==> src/rtl/ntt_pkg.sv <==
// ntt_pkg: shared NTT datapath defaults, lane index constants and width helper.
package ntt_pkg;
    localparam int DATA_W_DEF = 14;
    localparam int CNT_W_DEF  = 16;
    localparam int LANE_U0 = 0;
    localparam int LANE_V0 = 1;
    localparam int LANE_U1 = 2;
    localparam int LANE_V1 = 3;

    function automatic int clog2(input int n);
        int r = 0;
        for (int i = 0; i < 31; i++)
            if ((1 << i) < n) r = i + 1;
        return r;
    endfunction
endpackage

==> src/rtl/dff.sv <==
// dff: W-bit register cell with asynchronous active-low reset.
module dff #(
    parameter int W = 1
) (
    input  logic         clk,
    input  logic         rst,
    input  logic [W-1:0] d,
    output logic [W-1:0] q
);
    always_ff @(posedge clk or negedge rst)
        if (!rst) q <= '0;
        else      q <= d;
endmodule

==> src/rtl/xbar_route.sv <==
// xbar_route: combinational source-to-lane priority router with collision detect.
module xbar_route import ntt_pkg::*; #(
    parameter int DATA_W = DATA_W_DEF,
    parameter int NUM_CH = 4,
    localparam int SEL_W = clog2(NUM_CH)
) (
    input  logic [NUM_CH*SEL_W-1:0]  sel,
    input  logic [NUM_CH-1:0]        src_en,
    input  logic [NUM_CH*DATA_W-1:0] q,
    output logic [NUM_CH*DATA_W-1:0] lane,
    output logic [NUM_CH-1:0]        lane_hit,
    output logic                     conflict
);
    // ascending scan: later (higher-index) sources overwrite, giving them priority
    always_comb begin
        lane     = '0;
        lane_hit = '0;
        conflict = 1'b0;
        for (int i = 0; i < NUM_CH; i++) begin
            if (src_en[i]) begin
                if (lane_hit[sel[i*SEL_W +: SEL_W]]) conflict = 1'b1;
                lane_hit[sel[i*SEL_W +: SEL_W]] = 1'b1;
                lane[int'(sel[i*SEL_W +: SEL_W])*DATA_W +: DATA_W] = q[i*DATA_W +: DATA_W];
            end
        end
    end
endmodule

==> src/rtl/bf_in_xbar.sv <==
// bf_in_xbar: bank-to-butterfly input crossbar with select alignment, optional
// output register and routing-conflict bookkeeping.
module bf_in_xbar import ntt_pkg::*; #(
    parameter int DATA_W   = DATA_W_DEF,
    parameter int NUM_CH   = 4,
    parameter int PIPE_OUT = 1,
    parameter int CNT_W    = CNT_W_DEF,
    localparam int SEL_W   = clog2(NUM_CH)
) (
    input  logic                     clk,
    input  logic                     rst,
    input  logic                     in_valid,
    input  logic [NUM_CH*SEL_W-1:0]  sel,
    input  logic [NUM_CH-1:0]        src_en,
    input  logic [NUM_CH*DATA_W-1:0] q,
    input  logic                     clr_err,
    output logic [NUM_CH*DATA_W-1:0] lane,
    output logic [NUM_CH-1:0]        lane_hit,
    output logic                     out_valid,
    output logic                     conflict,
    output logic                     conflict_sticky,
    output logic [CNT_W-1:0]         conflict_cnt
);
    logic                     v1;
    logic [NUM_CH*SEL_W-1:0]  sel1;
    logic [NUM_CH-1:0]        en1;
    logic [NUM_CH*DATA_W-1:0] r_lane;
    logic [NUM_CH-1:0]        r_hit;
    logic                     r_cf;
    logic                     evt;

    // enables are zeroed for idle cycles so a stale select cannot drive a lane
    dff #(.W(1 + NUM_CH*SEL_W + NUM_CH)) u_s1 (
        .clk (clk),
        .rst (rst),
        .d   ({in_valid, sel, src_en & {NUM_CH{in_valid}}}),
        .q   ({v1, sel1, en1})
    );

    xbar_route #(.DATA_W(DATA_W), .NUM_CH(NUM_CH)) u_route (
        .sel      (sel1),
        .src_en   (en1),
        .q        (q),
        .lane     (r_lane),
        .lane_hit (r_hit),
        .conflict (r_cf)
    );

    assign evt = r_cf & v1;

    if (PIPE_OUT != 0) begin : g_reg
        always_ff @(posedge clk or negedge rst)
            if (!rst) begin
                lane      <= '0;
                lane_hit  <= '0;
                out_valid <= 1'b0;
                conflict  <= 1'b0;
            end else begin
                lane      <= r_lane;
                lane_hit  <= r_hit;
                out_valid <= v1;
                conflict  <= evt;
            end
    end else begin : g_comb
        assign lane      = r_lane;
        assign lane_hit  = r_hit;
        assign out_valid = v1;
        assign conflict  = evt;
    end

    // a clear and a fresh conflict in the same cycle leave exactly one counted
    always_ff @(posedge clk or negedge rst)
        if (!rst) begin
            conflict_sticky <= 1'b0;
            conflict_cnt    <= '0;
        end else begin
            conflict_sticky <= (conflict_sticky & ~clr_err) | evt;
            if (clr_err)                   conflict_cnt <= CNT_W'(evt);
            else if (evt && ~&conflict_cnt) conflict_cnt <= conflict_cnt + 1'b1;
        end
endmodule

==> config.mk <==
export PLATFORM = sky130hd
export DESIGN_NAME = bf_in_xbar
export DESIGN_NICKNAME = d
export VERILOG_FILES = /design/src/rtl/ntt_pkg.sv /design/src/rtl/dff.sv /design/src/rtl/xbar_route.sv /design/src/rtl/bf_in_xbar.sv
export SDC_FILE = /design/constraint.sdc
export NUM_CORES = 1
export LEC_CHECK = 0
export CORE_UTILIZATION = 60
export DETAILED_ROUTE_END_ITERATION = 8
export DONT_BUFFER_PORTS = 1
export PLACE_DENSITY = 0.74
export SLEW_MARGIN = 10
export SYNTH_ARGS = -nofsm -noshare
export SYNTH_HDL_FRONTEND = slang
export SYNTH_SLANG_ARGS = --single-unit
export TNS_END_PERCENT = 100
==> constraint.sdc <==
create_clock -name clk -period 3.55 [get_ports clk]
set_clock_uncertainty 0.1 [all_clocks]
set_input_delay 0.71 -clock clk [delete_from_list [all_inputs] [get_ports clk]]
set_output_delay 0.71 -clock clk [all_outputs]
set_load 0.005 [all_outputs]
* Yosys cells after proc, flatten, opt, wreduce, memory -nomap -nowiden
Index checks and enable logic that the tools add are counted.
** Word-level totals
- Register bits :: 92
- Bits of input ports :: 72
- Output and inout bits :: 79
- Word-level logic and storage cells :: 86
** Cells by class
- Add/sub/neg operators :: 5
- Multipliers :: 4
- Magnitude comparators :: 8
- Shifts and indexed selects :: 8
- Muxes and demuxes :: 37
- Bitwise gates (word level) :: 9
- Reduce and logical (&&, ||, !) cells :: 8
** Operators by type and width (number)
- $mux 56 :: 4
- $shift 14x33->56 const A :: 4
- $shiftx 14x33->56 :: 4
- $bwmux 56 :: 3
- $neg 32->33 :: 4
- $and 56x56->56 :: 1
- $mux 16 :: 2
- $mul 2x3->5 const B :: 4
- $add 16x1->16 const B :: 1
- $mux 1 :: 16
- $mux 4 :: 4
- $reduce_and 16->1 :: 1
- $lt 2x3->1 const B :: 4
- $or 4x4->4 :: 3
- $bmux 1 s2 :: 4
- $demux 1 s2 :: 4
- $ge 2x1->1 const B :: 4
- $logic_and 1x1->1 :: 5
- $and 4x4->4 :: 1
- $and 1x1->1 :: 2
- $reduce_bool 2->1 :: 1
- $logic_not 1->1 :: 1
- $not 1->1 :: 1
- $or 1x1->1 :: 1

* Logic depth before layout (Yosys ltp)
- Depth in word-level cells :: 17
- Mapped depth :: 13
- Depth with buffers taken out :: 8

* Hierarchy
Synthesis repeated with hierarchy kept, for this count alone.
** Unflattened totals
- Cell total of the unflattened synthesis :: 1097
- Area total of the unflattened synthesis :: 9105.0 µm²
** Modules (own cells, without submodules)
- xbar_route :: times used 1, cells an instance 913, area an instance 6253.5 µm², sequential area each 0.0 µm²
- bf_in_xbar :: times used 1, cells an instance 171, area an instance 2526.2 µm², sequential area each 1976.9 µm²
- dff :: times used 1, cells an instance 13, area an instance 325.3 µm², sequential area each 325.3 µm²

* Least setup slack after synthesis
No wires, ideal clock.
- Path kind :: reg-to-reg
- From :: register u_s1.q[8]
- To :: register conflict_cnt[1]
- Setup time :: 0.132 ns
- Arrival :: 2.930 ns
- Required time :: 3.318 ns
- Slack :: 0.388 ns
- Stages on the path, launching flop included :: 12
- Path buffers :: 3
- Period minus slack after synthesis :: 3.162 ns
- Cells stage by stage :: dfrtp_1 > clkbuf_1 > clkinv_1 > ha_1 > a222oi_1 > nor2_1 > o2111a_1 > o31ai_4 > buf_6 > buf_6 > mux2i_1 > nor2_1
** On the way
- Word-level cells in the longest chain between the ends :: 13
- Elaborated cells on any way between the ends :: 18
- Classes of those cells :: 2 x order compare; 11 x mux; 2 x bitwise; 3 x reduce/logical
** Ends and longest elaborated chain
- from (decl) :: line dff.sv:8 : output logic [W-1:0] q
- from (signal assigned) :: line dff.sv:11 : if (!rst) q <= '0;
- from (signal assigned) :: line dff.sv:12 : else q <= d;
- $lt 2x3->1 (not written as such) or $ge 2x1->1 (tied branches) :: line xbar_route.sv:22 : lane_hit[sel[i*SEL_W +: SEL_W]] = 1'b1;
- $logic_and 1x1->1 (not written as such) :: line xbar_route.sv:22
- $mux 1 (not written as such) :: line xbar_route.sv:22
- $demux 1 s2
- $or 4x4->4 (no source line)
- $mux 4 :: line xbar_route.sv:20 : if (src_en[i]) begin
- $bmux 1 s2 :: line xbar_route.sv:21 : if (lane_hit[sel[i*SEL_W +: SEL_W]]) conflict = 1'b1;
- $mux 1 (not written as such) :: line xbar_route.sv:21
- $mux 1 :: line xbar_route.sv:21
- $mux 1 (*) :: line xbar_route.sv:20
- $and 1x1->1 (*) :: line bf_in_xbar.sv:49 : assign evt = r_cf & v1;
- $logic_and 1x1->1 (*) :: line bf_in_xbar.sv:79 : else if (evt && ~&conflict_cnt) conflict_cnt <= conflict_cnt + 1'b1;
- $reduce_bool 2->1 (no source line) (*)
- to (signal assigned) :: line bf_in_xbar.sv:78 : if (clr_err) conflict_cnt <= CNT_W'(evt);
- to (signal assigned) :: line bf_in_xbar.sv:79
- to (decl) :: line bf_in_xbar.sv:22 : output logic [CNT_W-1:0] conflict_cnt
Every way passes the cells marked *; elsewhere a longest branch is shown, timed or not. The select of a mux whose other input is x is not followed.
A chain may end at the register's enable or synchronous reset.

* Final worst setup path
- From :: register u_s1.q[7]
- To :: register lane[16]
** On the way
- Word-level cells in the longest chain between the ends :: 9
- Elaborated cells on any way between the ends :: 10
- Classes of those cells :: 1 x add/sub; 1 x mul; 2 x shift; 6 x mux
** Ends and longest elaborated chain
- $mul 2x3->5 (*) :: line xbar_route.sv:23 : lane[int'(sel[i*SEL_W +: SEL_W])*DATA_W +: DATA_W] = q[i*DATA_W +: DATA_W];
- $neg 32->33 (*) :: line xbar_route.sv:23
- $shiftx 14x33->56 or $shift 14x33->56 (tied branches) :: line xbar_route.sv:23
- $bwmux 56 (*) :: line xbar_route.sv:23
- $mux 56 (*) :: line xbar_route.sv:20
- $bwmux 56 :: line xbar_route.sv:23
- $mux 56 (*) :: line xbar_route.sv:20
- $bwmux 56 :: line xbar_route.sv:23
- $mux 56 (*) :: line xbar_route.sv:20
- named net r_lane[16] :: line bf_in_xbar.sv:27 : logic [NUM_CH*DATA_W-1:0] r_lane;
- to (signal assigned) :: line bf_in_xbar.sv:59 : lane <= r_lane;
- to (decl) :: line bf_in_xbar.sv:17 : output logic [NUM_CH*DATA_W-1:0] lane,
The timed path passes the listed nets; every way through them passes the cells marked *.

==> qor.txt <==
Max H-tree Level -> 3
Synth warnings -> 0
Setup TNS -> 0 ps
Layout area overhead -> 5.742%
Seq/Total Area, Yosys -> 0.2654
Layout cells sized above 1 -> 0.09659
Post-layout nets -> 1154
Port buffer count -> 0
Detailed-route wire length -> 36430 um
Vias in the first global route -> 8928
DP HPWL -> 27430 um
CTS clk-pin slew, worst paths -> 70 ps
Critical Path Start -> u_s1.q[7]$_DFF_PN0_
Synth Cell Area -> 8673 sq um
Buffer levels on the longest clock path -> 2
Critical path launch point type -> flip-flop
GPL Wtd Cong -> 1.180
CTS resizes -> 0
Pwr/cell area -> 340.6 nW/um^2
Max_cap viols -> 0
Post-synth cell types -> 77
Most frequent cells in the layout -> 136 x nand2_1, 92 x dfrtp_1, 83 x a21oi_1, 77 x nor2_1, 56 x o21ai_0
Root cell of the clock tree -> clkbuf_16
Crit Path Category -> flip-flop to flip-flop
Largest net degree at the start of global routing -> 93
Core area -> 13990 sq um
Worst Max-Slew Pin Slew -> 940.1 ps
Async set-reset flop share out of synthesis -> 1.000
Final min period -> 3246 ps
Clock sink count -> 92
Yosys reg bits -> 92
Failing checks -> DRC
Syn avg cell area -> 7.986 sq um
Fmax -> 308.1 MHz
Drt via density -> 7.873
Initial core utilization -> 0.6200
Mux contribution to synthesized area -> 0.09579
Antenna violations before repair -> 0
Die Ht -> 122.2 um
I/O Pins -> 151
Drt wl/cell -> 29.48 um
TritonCTS clock tree -> done
Synth Area in Adders -> 0.04472
Part of the cycle the worst path needs -> 0.9144
Total gr overflow -> 0
Worst VDD drop -> 0.2036 mV
Syn Nets -> 1189
Status -> finished with violations
Row count -> 43
Chip width -> 122.2 um
Largest family of logic cells by synthesized area -> compound AO/OA/AOI/OAI gates
Initial drt markers -> 2135
Mapped Cells -> 1086
Final setup viols -> 0
RR Startpoint -> u_s1.q[7]$_DFF_PN0_
Post-synthesis compound-gate area fraction -> 0.2941
CP Data Arrival Time -> 3380 ps
First-pass GRT wire length -> 53630 um
GR Util All Layers -> 0.4911
Vias -> 9731
CTS buffer count -> 9
Ant diodes -> 0
Fin. Hold Viols -> 0
Hold WS -> 163.3 ps
Worst-skew pair later-pin latency -> 370 ps
Total chip power -> 3.124 mW
Worst slew margin -> 0.3667
Final Slew Violations -> 0
Lkg Pwr -> 3.706 nW
EDFF count, synth -> 0
CP Max Fanout -> 45
DRC violations left -> 1
ANT nets after route -> 0
CP Data Required Time -> 3690 ps
Drt first pass iters -> 9
RSZ-0062 raised after global routing -> no
Most common cell after layout, fill and taps aside -> nand2_1
XOR/XNOR Fraction of Synth Area -> 0.004039
Die area -> 14940 sq um
Endpoint type of the worst setup path -> flip-flop
Most frequently used flop master after synthesis -> dfrtp_1
HP Class -> input pin to async pin
Simple-Gate Fraction of Synth Area -> 0.2399
-- routing by layer --
metal,vias to the layer above,GRT usage,part of all wire
met5,-,0,0
met1,4515,0.6269,0.36
met3,220,0.1682,0.15
li1,4077,-,-
met2,919,0.6973,0.41
met4,0,0.3308,0.077
-- critical path, stage by stage, from the launching register on --
cell and delay (ps):
dfrtp_1 440, inv_1 120, ha_1 340, buf_12 230, mux2_2 360, a21oi_1 500, nand2_1 120, o211ai_1 310
nor2_1 170, or3_1 430
-- flip-flops by register name (all words and copies together) (netlist names) --
name / cells
lane: 56
conflict_cnt: 16
out_valid: 1
lane_hit: 4
conflict_sticky: 1
conflict: 1
u_s1.q: 13
-- worst paths after layout --
check | end | slack (ps) | depth (start not counted)
min in group clk | u_s1.q[5]$_DFF_PN0_ | 260 | 0
worst max-delay path | lane[16]$_DFF_PN0_ | 300 | 9
max in group asynchronous | lane[55]$_DFF_PN0_ | 2800 | 1
worst min register to register | out_valid$_DFF_PN0_ | 450 | 0
worst max register to register | lane[16]$_DFF_PN0_ | 300 | 9
worst min-delay path | conflict_cnt[1]$_DFFE_PN0P_ | 160 | 1
-- per-stage QoR --
| step | utilization | setup WS, ps | std cells | instance area (sq um) |
|---|---|---|---|---|
| detailed placement | 0.6306 | 469.3 | 1219 | 8821 |
| CTS | 0.6556 | 433.3 | 1236 | 9171 |
| global placement | 0.6306 | 487.8 | 1219 | 8821 |
| finish | 0.6556 | 304.0 | 1236 | 9171 |
| floorplan | - | 387.8 | 1086 | 8673 |
| global route | 0.6556 | 187.6 | 1236 | 9171 |
-- area by class of cell --
cell class	instances	area (sq um)
fillers	1197	4817
clock buffers	10	229.0
inverters	26	97.59
flip-flops and latches	92	2302
clock inverters	6	93.84
multi-input cells	883	5886
well taps	180	225.2
repair buffers	39	337.8
-- logic make-up (layout without fill, tap and decap cells) --
logic type      count (synthesis)  count (layout)
compound gates                371             371
xor+xnor                        4               4
fa+ha+maj                      31              31
buf+inv                       111              81
flops                          92              92
mux                            59              59
simple gates                  418             418
-- what timing repair did --
action / 4_1_cts / 5_1_grt
hold buffers: 1 / 0
hold endpoints to repair: 92 / 0
buffers inserted: 0 / 0
-- synth_stat cells (17+ instances only) --
| cell type | instances | area, sq um |
|---|---|---|
| mux4_2 | 18 | 405.4 |
| o22ai_1 | 29 | 181.4 |
| nand2_1 | 136 | 510.5 |
| nand3_1 | 35 | 175.2 |
| inv_1 | 22 | 82.58 |
| nor2b_1 | 17 | 106.4 |
| ha_1 | 31 | 387.9 |
| and2_1 | 19 | 118.9 |
| mux2i_1 | 29 | 290.3 |
| nor3_1 | 24 | 120.1 |
| nor2_1 | 77 | 289.0 |
| clkbuf_1 | 41 | 153.9 |
| dfrtp_1 | 92 | 2302 |
| a21oi_1 | 83 | 415.4 |
| or3_1 | 18 | 112.6 |
| buf_2 | 25 | 125.1 |
| o21ai_0 | 56 | 280.3 |
-- report_power, final --
group          leakage [nW]  switching, mW  total, mW  internal [mW]
Sequential             1.24         0.0372       1.12           1.08
Clock                 0.154          0.473       1.10          0.625
Combinational          2.31          0.597      0.907          0.311
(Power assumes the default switching activity.)
